### src/rtl/spawnout_queue_reader_pkg.sv
// Shared definitions for the spawn-out queue consumer.
// Also covers header field positions, entry sizing types and the reader state encoding.
package spawnout_queue_reader_pkg;

    localparam int SPAWNOUT_VALID_BIT  = 63;
    localparam int SPAWNOUT_COPS_MSB   = 31;
    localparam int SPAWNOUT_COPS_LSB   = 24;
    localparam int SPAWNOUT_DEPS_MSB   = 23;
    localparam int SPAWNOUT_DEPS_LSB   = 16;
    localparam int SPAWNOUT_ARGS_MSB   = 15;
    localparam int SPAWNOUT_ARGS_LSB   = 8;
    localparam int SPAWNOUT_FIXED_LEN  = 4;
    localparam int SPAWNOUT_COPY_WORDS = 3;
    localparam int SPAWNOUT_LEN_W      = 11;

    // Sizing types shared with the spawn-out writer
    typedef logic [7:0]                spawnout_count_t;
    typedef logic [SPAWNOUT_LEN_W-1:0] spawnout_len_t;

    typedef enum logic [3:0] {
        ST_IDLE,
        ST_HDR_WAIT,
        ST_HDR_CHECK,
        ST_POLL,
        ST_SEND,
        ST_READ,
        ST_WAIT,
        ST_CLEAR,
        ST_ADVANCE
    } spawnout_state_t;

    function automatic logic spawnout_hdr_valid(input logic [63:0] hdr);
        return hdr[SPAWNOUT_VALID_BIT];
    endfunction

    // Total entry length in words; 8-bit counts cannot overflow 11 bits
    function automatic spawnout_len_t spawnout_entry_len(input logic [63:0] hdr);
        spawnout_count_t cops;
        spawnout_count_t deps;
        spawnout_count_t args;
        cops = hdr[SPAWNOUT_COPS_MSB:SPAWNOUT_COPS_LSB];
        deps = hdr[SPAWNOUT_DEPS_MSB:SPAWNOUT_DEPS_LSB];
        args = hdr[SPAWNOUT_ARGS_MSB:SPAWNOUT_ARGS_LSB];
        return SPAWNOUT_LEN_W'(SPAWNOUT_FIXED_LEN)
             + spawnout_len_t'(args)
             + spawnout_len_t'(deps)
             + spawnout_len_t'(cops) * SPAWNOUT_LEN_W'(SPAWNOUT_COPY_WORDS);
    endfunction

endpackage

### src/rtl/spawnout_queue_reader_if.sv
// BRAM port and AXI-Stream task output of the spawn-out queue reader.
// The reader owns the master side; BRAM and stream sink sit on the slave side.
interface spawnout_queue_reader_if;

    logic [31:0] queue_addr;
    logic        queue_en;
    logic [7:0]  queue_we;
    logic [63:0] queue_din;
    logic [63:0] queue_dout;

    logic [63:0] outStream_TDATA;
    logic        outStream_TVALID;
    logic        outStream_TREADY;
    logic        outStream_TLAST;

    modport master (
        output queue_addr, queue_en, queue_we, queue_din,
        input  queue_dout,
        output outStream_TDATA, outStream_TVALID, outStream_TLAST,
        input  outStream_TREADY
    );

    modport slave (
        input  queue_addr, queue_en, queue_we, queue_din,
        output queue_dout,
        input  outStream_TDATA, outStream_TVALID, outStream_TLAST,
        output outStream_TREADY
    );

endinterface

### src/rtl/spawnout_queue_reader.sv
// Spawn-out queue consumer: polls the BRAM ring, streams each valid entry, clears its header, frees the slots.
// Optional SPAWNOUT_READER_STATS_EN adds tasks_read / stall_cycles counters.
module spawnout_queue_reader
    import spawnout_queue_reader_pkg::*;
#(
    parameter int QUEUE_LEN     = 1024,
    parameter int POLL_INTERVAL = 16
) (
    input  logic                         clk,
    input  logic                         rst,
    spawnout_queue_reader_if.master      bus,
    output logic [$clog2(QUEUE_LEN)-1:0] rd_idx,
    output logic                         freed_words_valid,
    output logic [SPAWNOUT_LEN_W-1:0]    freed_words
`ifdef SPAWNOUT_READER_STATS_EN
    ,
    output logic [31:0]                  tasks_read,
    output logic [31:0]                  stall_cycles
`endif
);

    localparam int AW = $clog2(QUEUE_LEN);
    localparam int PW = (POLL_INTERVAL > 1) ? $clog2(POLL_INTERVAL) : 1;

    spawnout_state_t r_state;
    spawnout_state_t w_state_next;
    logic [AW-1:0]   r_rd_idx;
    spawnout_len_t   r_word_cnt;
    spawnout_len_t   r_len;
    logic [63:0]     r_data;
    logic [PW-1:0]   r_poll_cnt;

    logic            w_en;
    logic [7:0]      w_we;
    logic [AW-1:0]   w_addr_word;
    logic            w_tvalid;
    logic            w_tlast;
    logic            w_freed;
    logic            w_poll_done;
    logic            w_hdr_valid;
    spawnout_len_t   w_hdr_len;

    assign w_hdr_valid = spawnout_hdr_valid(r_data);
    assign w_hdr_len   = spawnout_entry_len(r_data);
    assign w_poll_done = (r_poll_cnt == PW'(POLL_INTERVAL - 1));

    always_comb begin
        w_state_next = r_state;
        w_en         = 1'b0;
        w_we         = 8'h00;
        w_addr_word  = r_rd_idx;
        w_tvalid     = 1'b0;
        w_tlast      = 1'b0;
        w_freed      = 1'b0;
        case (r_state)
            ST_IDLE: begin
                w_en         = 1'b1;
                w_state_next = ST_HDR_WAIT;
            end
            ST_HDR_WAIT:  w_state_next = ST_HDR_CHECK;
            ST_HDR_CHECK: w_state_next = w_hdr_valid ? ST_SEND : ST_POLL;
            ST_POLL: begin
                if (w_poll_done) w_state_next = ST_IDLE;
            end
            ST_SEND: begin
                w_tvalid = 1'b1;
                w_tlast  = (r_word_cnt == r_len - SPAWNOUT_LEN_W'(1));
                if (bus.outStream_TREADY) w_state_next = w_tlast ? ST_CLEAR : ST_READ;
            end
            ST_READ: begin
                // Power-of-two depth: truncating the sum wraps past the top of the ring
                w_en         = 1'b1;
                w_addr_word  = r_rd_idx + AW'(r_word_cnt);
                w_state_next = ST_WAIT;
            end
            ST_WAIT: w_state_next = ST_SEND;
            ST_CLEAR: begin
                w_en         = 1'b1;
                w_we         = 8'h80;
                w_state_next = ST_ADVANCE;
            end
            ST_ADVANCE: begin
                w_freed      = 1'b1;
                w_state_next = ST_IDLE;
            end
            default: w_state_next = ST_IDLE;
        endcase
    end

    always_ff @(posedge clk) begin
        if (rst) begin
            r_state    <= ST_IDLE;
            r_rd_idx   <= '0;
            r_word_cnt <= '0;
            r_len      <= '0;
            r_data     <= '0;
            r_poll_cnt <= '0;
        end else begin
            r_state <= w_state_next;
            case (r_state)
                ST_HDR_WAIT, ST_WAIT: r_data <= bus.queue_dout;
                ST_HDR_CHECK: begin
                    if (w_hdr_valid) begin
                        r_len      <= w_hdr_len;
                        r_word_cnt <= '0;
                    end
                end
                ST_POLL: r_poll_cnt <= w_poll_done ? '0 : r_poll_cnt + PW'(1);
                ST_SEND: begin
                    if (bus.outStream_TREADY && !w_tlast) r_word_cnt <= r_word_cnt + SPAWNOUT_LEN_W'(1);
                end
                ST_ADVANCE: r_rd_idx <= r_rd_idx + AW'(r_len);
                default: ;
            endcase
        end
    end

    // Outputs are forced quiet for as long as reset is held
    assign bus.queue_en         = w_en && !rst;
    assign bus.queue_we         = rst ? 8'h00 : w_we;
    assign bus.queue_addr       = bus.queue_en ? (32'(w_addr_word) << 3) : 32'd0;
    assign bus.queue_din        = 64'd0;
    assign bus.outStream_TVALID = w_tvalid && !rst;
    assign bus.outStream_TDATA  = bus.outStream_TVALID ? r_data : 64'd0;
    assign bus.outStream_TLAST  = w_tlast && !rst;
    assign rd_idx               = r_rd_idx;
    assign freed_words_valid    = w_freed && !rst;
    assign freed_words          = freed_words_valid ? r_len : '0;

`ifdef SPAWNOUT_READER_STATS_EN
    logic [31:0] r_tasks_read;
    logic [31:0] r_stall_cycles;

    always_ff @(posedge clk) begin
        if (rst) begin
            r_tasks_read   <= '0;
            r_stall_cycles <= '0;
        end else begin
            if (r_state == ST_ADVANCE) r_tasks_read <= r_tasks_read + 32'd1;
            if (r_state == ST_SEND && !bus.outStream_TREADY && r_stall_cycles != 32'hFFFF_FFFF)
                r_stall_cycles <= r_stall_cycles + 32'd1;
        end
    end

    assign tasks_read   = r_tasks_read;
    assign stall_cycles = r_stall_cycles;
`endif

endmodule

### src/flat_wrapper.sv
// flat-port wrapper written by rule: the top's interface ports become plain ports
module spawnout_queue_reader_flat import spawnout_queue_reader_pkg::*;
#(
    parameter int QUEUE_LEN     = 1024,
    parameter int POLL_INTERVAL = 16
)
  (clk, rst, rd_idx, freed_words_valid, freed_words, bus_queue_addr, bus_queue_en, bus_queue_we, bus_queue_din, bus_queue_dout, bus_outStream_TDATA, bus_outStream_TVALID, bus_outStream_TLAST, bus_outStream_TREADY);
  spawnout_queue_reader_if bus_i ();
  input  logic clk;
  input  logic rst;
  output logic [$clog2(QUEUE_LEN)-1:0] rd_idx;
  output logic freed_words_valid;
  output logic [SPAWNOUT_LEN_W-1:0] freed_words;
  output wire logic [$bits(bus_i.queue_addr)-1:0] bus_queue_addr;
  output wire logic [$bits(bus_i.queue_en)-1:0] bus_queue_en;
  output wire logic [$bits(bus_i.queue_we)-1:0] bus_queue_we;
  output wire logic [$bits(bus_i.queue_din)-1:0] bus_queue_din;
  input wire logic [$bits(bus_i.queue_dout)-1:0] bus_queue_dout;
  output wire logic [$bits(bus_i.outStream_TDATA)-1:0] bus_outStream_TDATA;
  output wire logic [$bits(bus_i.outStream_TVALID)-1:0] bus_outStream_TVALID;
  output wire logic [$bits(bus_i.outStream_TLAST)-1:0] bus_outStream_TLAST;
  input wire logic [$bits(bus_i.outStream_TREADY)-1:0] bus_outStream_TREADY;
  assign bus_queue_addr = bus_i.queue_addr;
  assign bus_queue_en = bus_i.queue_en;
  assign bus_queue_we = bus_i.queue_we;
  assign bus_queue_din = bus_i.queue_din;
  assign bus_i.queue_dout = bus_queue_dout;
  assign bus_outStream_TDATA = bus_i.outStream_TDATA;
  assign bus_outStream_TVALID = bus_i.outStream_TVALID;
  assign bus_outStream_TLAST = bus_i.outStream_TLAST;
  assign bus_i.outStream_TREADY = bus_outStream_TREADY;
  spawnout_queue_reader #(.QUEUE_LEN(QUEUE_LEN), .POLL_INTERVAL(POLL_INTERVAL)) u_core (.clk(clk), .rst(rst), .bus(bus_i), .rd_idx(rd_idx), .freed_words_valid(freed_words_valid), .freed_words(freed_words));
endmodule
### config.mk
export PLATFORM = sky130hd
export DESIGN_NAME = spawnout_queue_reader_flat
export DESIGN_NICKNAME = d
export VERILOG_FILES = /design/src/rtl/spawnout_queue_reader_pkg.sv /design/src/rtl/spawnout_queue_reader_if.sv /design/src/rtl/spawnout_queue_reader.sv /design/src/flat_wrapper.sv
export SDC_FILE = /design/constraint.sdc
export NUM_CORES = 1
export LEC_CHECK = 0
export CAP_MARGIN = 10
export CORE_MARGIN = 1
export CORE_UTILIZATION = 30
export CTS_BUF_LIST = sky130_fd_sc_hd__clkbuf_16
export DETAILED_ROUTE_END_ITERATION = 8
export PLACE_DENSITY_LB_ADDON = 0.25
export SKIP_CTS_REPAIR_TIMING = 1
export SLEW_MARGIN = 20
export SYNTH_ARGS = -nofsm -noshare
export SYNTH_HDL_FRONTEND = slang
export SYNTH_SLANG_ARGS = --single-unit
### constraint.sdc
create_clock -name clk -period 5.69 [get_ports clk]
set_input_delay 1.138 -clock clk [delete_from_list [all_inputs] [get_ports clk]]
set_output_delay 1.138 -clock clk [all_outputs]
set_load 0.005 [all_outputs]
==> results.toml, run 1 <==
[setup_path]
crit_path_start_kind = "flip-flop"
cp_max_fo = 6
worstPathArrival_ns = 3.33
crit_required_ns = 4.55
cp_num_cells = 11
cp-startpoint = "u_core.r_word_cnt[0]$_SDFFE_PP0P_"
timing.critical_path.buf_inv = 2
regToRegEndpoint = "u_core.r_len[9]$_SDFFE_PP0P_"
regToRegStartpoint = "u_core.r_data[9]$_SDFFE_PP0P_"
cp-end-kind = "output port"
regToRegSetupSlack_ns = 1.84
max_stage_delay_ns = 0.50
crit_family = "compound AO/OA/AOI/OAI gates"
endpoint = "bus_queue_addr[11]"
crit_chain = "ha_1 > inv_1 > fa_1 > nor2b_1 > o21ai_0 > a21boi_0 > o21a_1 > o211ai_1 > a2111oi_0 > a311o_1 > clkdlybuf4s50_1"
slowest_stage = "clkdlybuf4s50_1"
critPathKind = "reg2out"
reg2reg_depth = 13

[grt]
grt_max_degree = 65
grt_pass1_wl_um = 32670
grt.overflow.total = 0
antenna_found_initial = 0
grtUsageTotal_pct = 15.81
grt_pass1_vias = 6230

[finish]
multiInputGateArea_um2 = 4551
fillers = 2592
layout-drive-gt1-share_pct = 3.461
ff_latch_area_um2 = 2082
fin_nets = 1242
layout_commonest_cell = "nand2_1"
diodes = 0
synthToLayoutAreaGrowth_pct = 25.31
layout_common_cells = "181 x nand2_1, 165 x clkdlybuf4s50_1, 118 x a21oi_1"

[yosys]
yosys.area_share.simple_pct = 26.38
syn_area_um2 = 7415
ys_async_sr_fraction_pct = 0
ys_ff_latch = 104
yosysUniqueCellTypes = 59
synth-main-ff-cell = "dfxtp_1"
synth_adder_area_share_pct = 10.77
synthXorXnorAreaFrac_pct = 4.016
synth_edf_count = 0
yosysWarnings = 0
avgSynthCellArea_um2 = 7.474
syn_inst = 992
synth_top_family_by_area = "simple AND/OR/NAND/NOR gates"
synth_mux_area_share_pct = 0.2869
synth_compound_area_share_pct = 15.02
synth-seq-area-share_pct = 28.08

[routing]
drt-initial-drc-count = 267
met1Wirelength_um = 9696
finalWirelength_um = 20180
via_count = 6632
drc = 0
dr.pass1.iters = 5
viasPerCell = 4.571
dr_wl_met2_um = 9125
routedWlPerCell_um = 13.91
highest_layer = "met4"
route.met3.wl_um = 1093
postRouteAntennaNets = 0

[power_and_ir_drop]
ir_drop_uv = 137.7
powerDensity_nw_per_um2 = 196.5
power.leakage_nw = 3.656

[sta]
clock-skew-final_ns = 0.01280
setup_tns_ns = 0
slew_headroom_pct = 51.14
rsz0062_at_grt = "false"
setup_violations = 0
max_slew.worst_pin.slew_ns = 0.7330
final_hold_viol_count = 0
timing.fmax_mhz = 224.0
fin_hold_ws_ns = 0.4511
period_share_pct = 78.47
final_max_slew_viol_count = 0
fin_crit_ns = 4.465

[die]
die_y_um = 159.2
fp.coreArea_um2 = 24250
die_w_um = 159.2
pin_count = 260
rows = 57
design.die.area_um2 = 25350
start_util_pct = 30.58

[hold_path]
hp-class = "reg2reg"
hold_path_depth = 2

[placed_design]
io_buffers = 166
gp_congestion = 0.7959
dp_hpwl_um = 14620

[cts]
cts-buffers-inserted = 9
clk_latency_ns = 0.36
tritoncts = "done"
clockRootBuffer = "clkbuf_16"
cts_buffer_depth = 2
clkSinkCount = 104
clkTransAtPathRegs_ns = 0.08
cts_htree_levels = 3

[outcome]
status = "complete, no violations"

[run]
drv_cap = 0
[worst reg2reg max path, stage by stage (launching register included)]
cell and delay (ns):
dfxtp_1 0.36, fa_1 0.55, inv_1 0.06, fa_1 0.49
inv_1 0.04, ha_1 0.22, fa_1 0.41, a21o_1 0.20
a21oi_1 0.22, o21bai_1 0.10, a21oi_1 0.22, o21ai_0 0.15
or4b_2 0.62, o311ai_0 0.11
[worst min-delay path by stage]
stage,startpoint,end
2_1_floorplan,u_core.r_data[0]$_SDFFE_PP0P_,u_core.r_data[0]$_SDFFE_PP0P_
3_5_place_dp,u_core.r_data[3]$_SDFFE_PP0P_,u_core.r_data[3]$_SDFFE_PP0P_
6_report,u_core.r_data[1]$_SDFFE_PP0P_,u_core.r_data[1]$_SDFFE_PP0P_
3_3_place_gp,u_core.r_data[35]$_SDFFE_PP0P_,u_core.r_data[35]$_SDFFE_PP0P_
4_1_cts,u_core.r_data[3]$_SDFFE_PP0P_,u_core.r_data[3]$_SDFFE_PP0P_
5_1_grt,u_core.r_data[1]$_SDFFE_PP0P_,u_core.r_data[1]$_SDFFE_PP0P_
[state kept, by name, indices dropped and copies added (netlist names)]
register	cells
u_core.r_len	11
u_core.r_state	4
u_core.r_poll_cnt	4
u_core.rd_idx	10
u_core.r_word_cnt	11
u_core.r_data	64
[cells in the mapped netlist, types with 4 or more instances]
master | count | area [um^2]
nor2_1 | 40 | 150.1
a21oi_1 | 119 | 595.6
and3_1 | 15 | 93.84
nand2b_1 | 7 | 43.79
a211oi_1 | 4 | 30.03
nand3_1 | 8 | 40.04
xor2_1 | 9 | 78.83
clkbuf_1 | 50 | 187.7
a31oi_1 | 7 | 43.79
buf_4 | 95 | 713.2
fa_1 | 18 | 360.4
or3_1 | 4 | 25.02
o21ai_0 | 21 | 105.1
nor3b_1 | 5 | 37.54
nand2_1 | 181 | 679.4
nand4_1 | 12 | 75.07
dfxtp_1 | 104 | 2082
inv_1 | 56 | 210.2
o31ai_1 | 8 | 60.06
and2_1 | 59 | 369.1
nor3_1 | 39 | 195.2
nor2b_1 | 8 | 50.05
a21o_1 | 6 | 45.04
xnor2_1 | 25 | 219.0
ha_1 | 35 | 437.9
[stage by stage]
stage	utilization [%]	total power [mW]	instances	worst slack, ns	instance area (um^2)
after floorplan	-	1.118	1084	2.131	7760
after global placement	37.04	1.185	1435	1.614	8982
after detailed placement	37.04	1.191	1435	1.587	8982
after CTS	38.32	1.849	1451	1.220	9291
after global routing	38.32	1.934	1451	0.9007	9291
final	38.32	1.826	1451	1.225	9291
[layout make-up]
class	instances	area share [%]
Multi-Input combinational cell	775	48.98
Sequential cell	104	22.41
Timing Repair Buffer	176	18.66
Tap cell	324	4.363
Clock buffer	9	2.424
Inverter	56	2.262
Clock inverter	7	0.9022
[logic make-up after synthesis]
family                   count (synthesis)
buffers and inverters                  205
multiplexers                             2
flip-flops                             104
adder cells (fa/ha/maj)                 53
XOR/XNOR                                34
other                                    1
AO/OA/AOI/OAI                          193
AND/OR/NAND/NOR                        400
[layer usage]
layer	GRT usage (%)	up-vias
met1	21.09	3039
li1	-	3388
met4	3.802	0
met3	3.933	15
met5	0	-
met2	25.54	190
[where the power goes]
group          switching, mW  internal, mW  total [mW]
Combinational          0.211         0.156       0.367
Sequential            0.0348         0.770       0.805
Clock                  0.338         0.316       0.654
Total                  0.583          1.24        1.83
Power figures use the tool's default switching activity.
==> inputs of run 2 (changes only) <==
clock period = 4.2 ns   (was 5.69 ns; I/O delays follow)
==> results.toml, run 2 (synthesis gave the netlist of run 1 again) <==
[setup_path]
cp_max_fo = 6
slowest_stage = "clkdlybuf4s50_1"
crit_path_start_kind = "flip-flop"
crit_required_ns = 3.36
critPathKind = "reg2out"
max_stage_delay_ns = 0.50
cp-end-kind = "output port"
worstPathArrival_ns = 3.09
crit_chain = "ha_1 > inv_1 > fa_1 > nor2b_1 > o21ai_0 > a21boi_1 > o21a_1 > o211ai_1 > a2111oi_2 > a311o_1 > clkdlybuf4s50_1"
regToRegSetupSlack_ns = 0.42

[finish]
fin_nets = 1249
diodes = 0
top_regs = "u_core.r_data (64), u_core.r_len (11), u_core.r_word_cnt (11)"
layout_commonest_cell = "nand2_1"
stdcell_count = 1458
layout_common_cells = "181 x nand2_1, 165 x clkdlybuf4s50_1, 118 x a21oi_1"
synthToLayoutAreaGrowth_pct = 26.21
top_register = "u_core.r_data"
utilization_pct = 38.59
largest_reg_flops = 64
layout-drive-gt1-share_pct = 4.409

[sta]
final_max_slew_viol_count = 0
timing.fmax_mhz = 254.2
max_slew.worst_pin.slew_ns = 0.7465
final_hold_viol_count = 0
fin_crit_ns = 3.934
period_share_pct = 93.66
clock-skew-final_ns = 0.01035
setup_violations = 0
slew_headroom_pct = 50.24

[grt]
grtUsageTotal_pct = 15.96
grt_pass1_wl_um = 32890
antenna_found_initial = 0
grt_max_degree = 48
grt_pass1_vias = 6216
grt.overflow.total = 0

[outcome]
status = "complete, no violations"

[cts]
clkTransAtPathRegs_ns = 0.08
cts-buffers-inserted = 9
clockRootBuffer = "clkbuf_16"
clk_latency_ns = 0.35
cts_htree_levels = 3
tritoncts = "done"
clkSinkCount = 104
cts_buffer_depth = 2

[die]
die_w_um = 159.2
fp.coreArea_um2 = 24250
rows = 57
design.die.area_um2 = 25350
start_util_pct = 30.58
die_y_um = 159.2
pin_count = 260

[routing]
drc = 0
viasPerCell = 4.523
dr.pass1.iters = 5
via_count = 6595
drt-initial-drc-count = 324
routedWlPerCell_um = 13.95
finalWirelength_um = 20330
postRouteAntennaNets = 0

[hold_path]
hp-class = "reg2reg"

[power_and_ir_drop]
power.leakage_nw = 3.693
ir_drop_uv = 179.4
powerDensity_nw_per_um2 = 263.0

[placed_design]
dp.cells = 1442
io_buffers = 166
dp_hpwl_um = 15020
gp_congestion = 0.7893

[run]
drv_cap = 0
run 2: changes by cell type in the layout (fill, tap and decap cells not counted), moves of 2 or more:
cell	before	now
buf_4	11	18
dfxtp_1	104	102
dfxtp_2	0	2
inv_8	3	1
run 2: final cells by class:
class                           instances  area (um^2)
Fill cell                            2521        14890
Timing Repair Buffer                  183         1787
Multi-Input combinational cell        775         4559
Sequential cell                       104         2085
Inverter                               56        210.2
Clock buffer                            9        225.2
Clock inverter                          7        86.33
Tap cell                              324        405.4
run 2: worst paths after layout:
kind | startpoint | endpoint | cells past startpoint
setup / recovery | u_core.r_word_cnt[0]$_SDFFE_PP0P_ | bus_queue_addr[11] | 11
hold / removal | u_core.r_data[38]$_SDFFE_PP0P_ | u_core.r_data[38]$_SDFFE_PP0P_ | 2
setup reg to reg | u_core.r_data[9]$_SDFFE_PP0P_ | u_core.r_len[9]$_SDFFE_PP0P_ | 13
hold reg to reg | u_core.r_data[38]$_SDFFE_PP0P_ | u_core.r_data[38]$_SDFFE_PP0P_ | 2
run 2: report_power, final:
group          internal [mW]  total [mW]  switching (mW)
Sequential              1.04        1.09          0.0454
Clock                  0.427       0.873           0.446
Combinational          0.211       0.500           0.289
run 2: layer usage:
metal	part of all wire, %	routed length (um)	vias up	global-route usage [%]
li1	-	-	3395	-
met1	48	9668	2990	21.52
met2	45	9235	194	25.66
met3	5.6	1141	16	3.621
met4	1.4	289	0	4.021
met5	0	0	-	0
run 2: worst max-delay path, delay by kind of cell, from the launching register on:
kind | cells | cell delay (ns)
simple gates | 1 | 0.12
fa+ha+maj | 2 | 0.59
compound gates | 6 | 1.09
buf+inv | 2 | 0.56
flops | 1 | 0.39
run 2: metrics by stage:
step                      power, mW  cell area [um^2]  hold slack, ns   TNS (ns)  setup WS, ns
after floorplan               1.514              7760          0.4317          0        0.6406
after global placement        1.610              9035          0.4374          0        0.4761
after detailed placement      1.616              9035          0.4422          0        0.4231
after CTS                     2.502              9346          0.4541          0       0.02945
after global routing          2.619              9358          0.4695  -0.007104     -0.007104
final                         2.461              9358          0.4510          0        0.2664
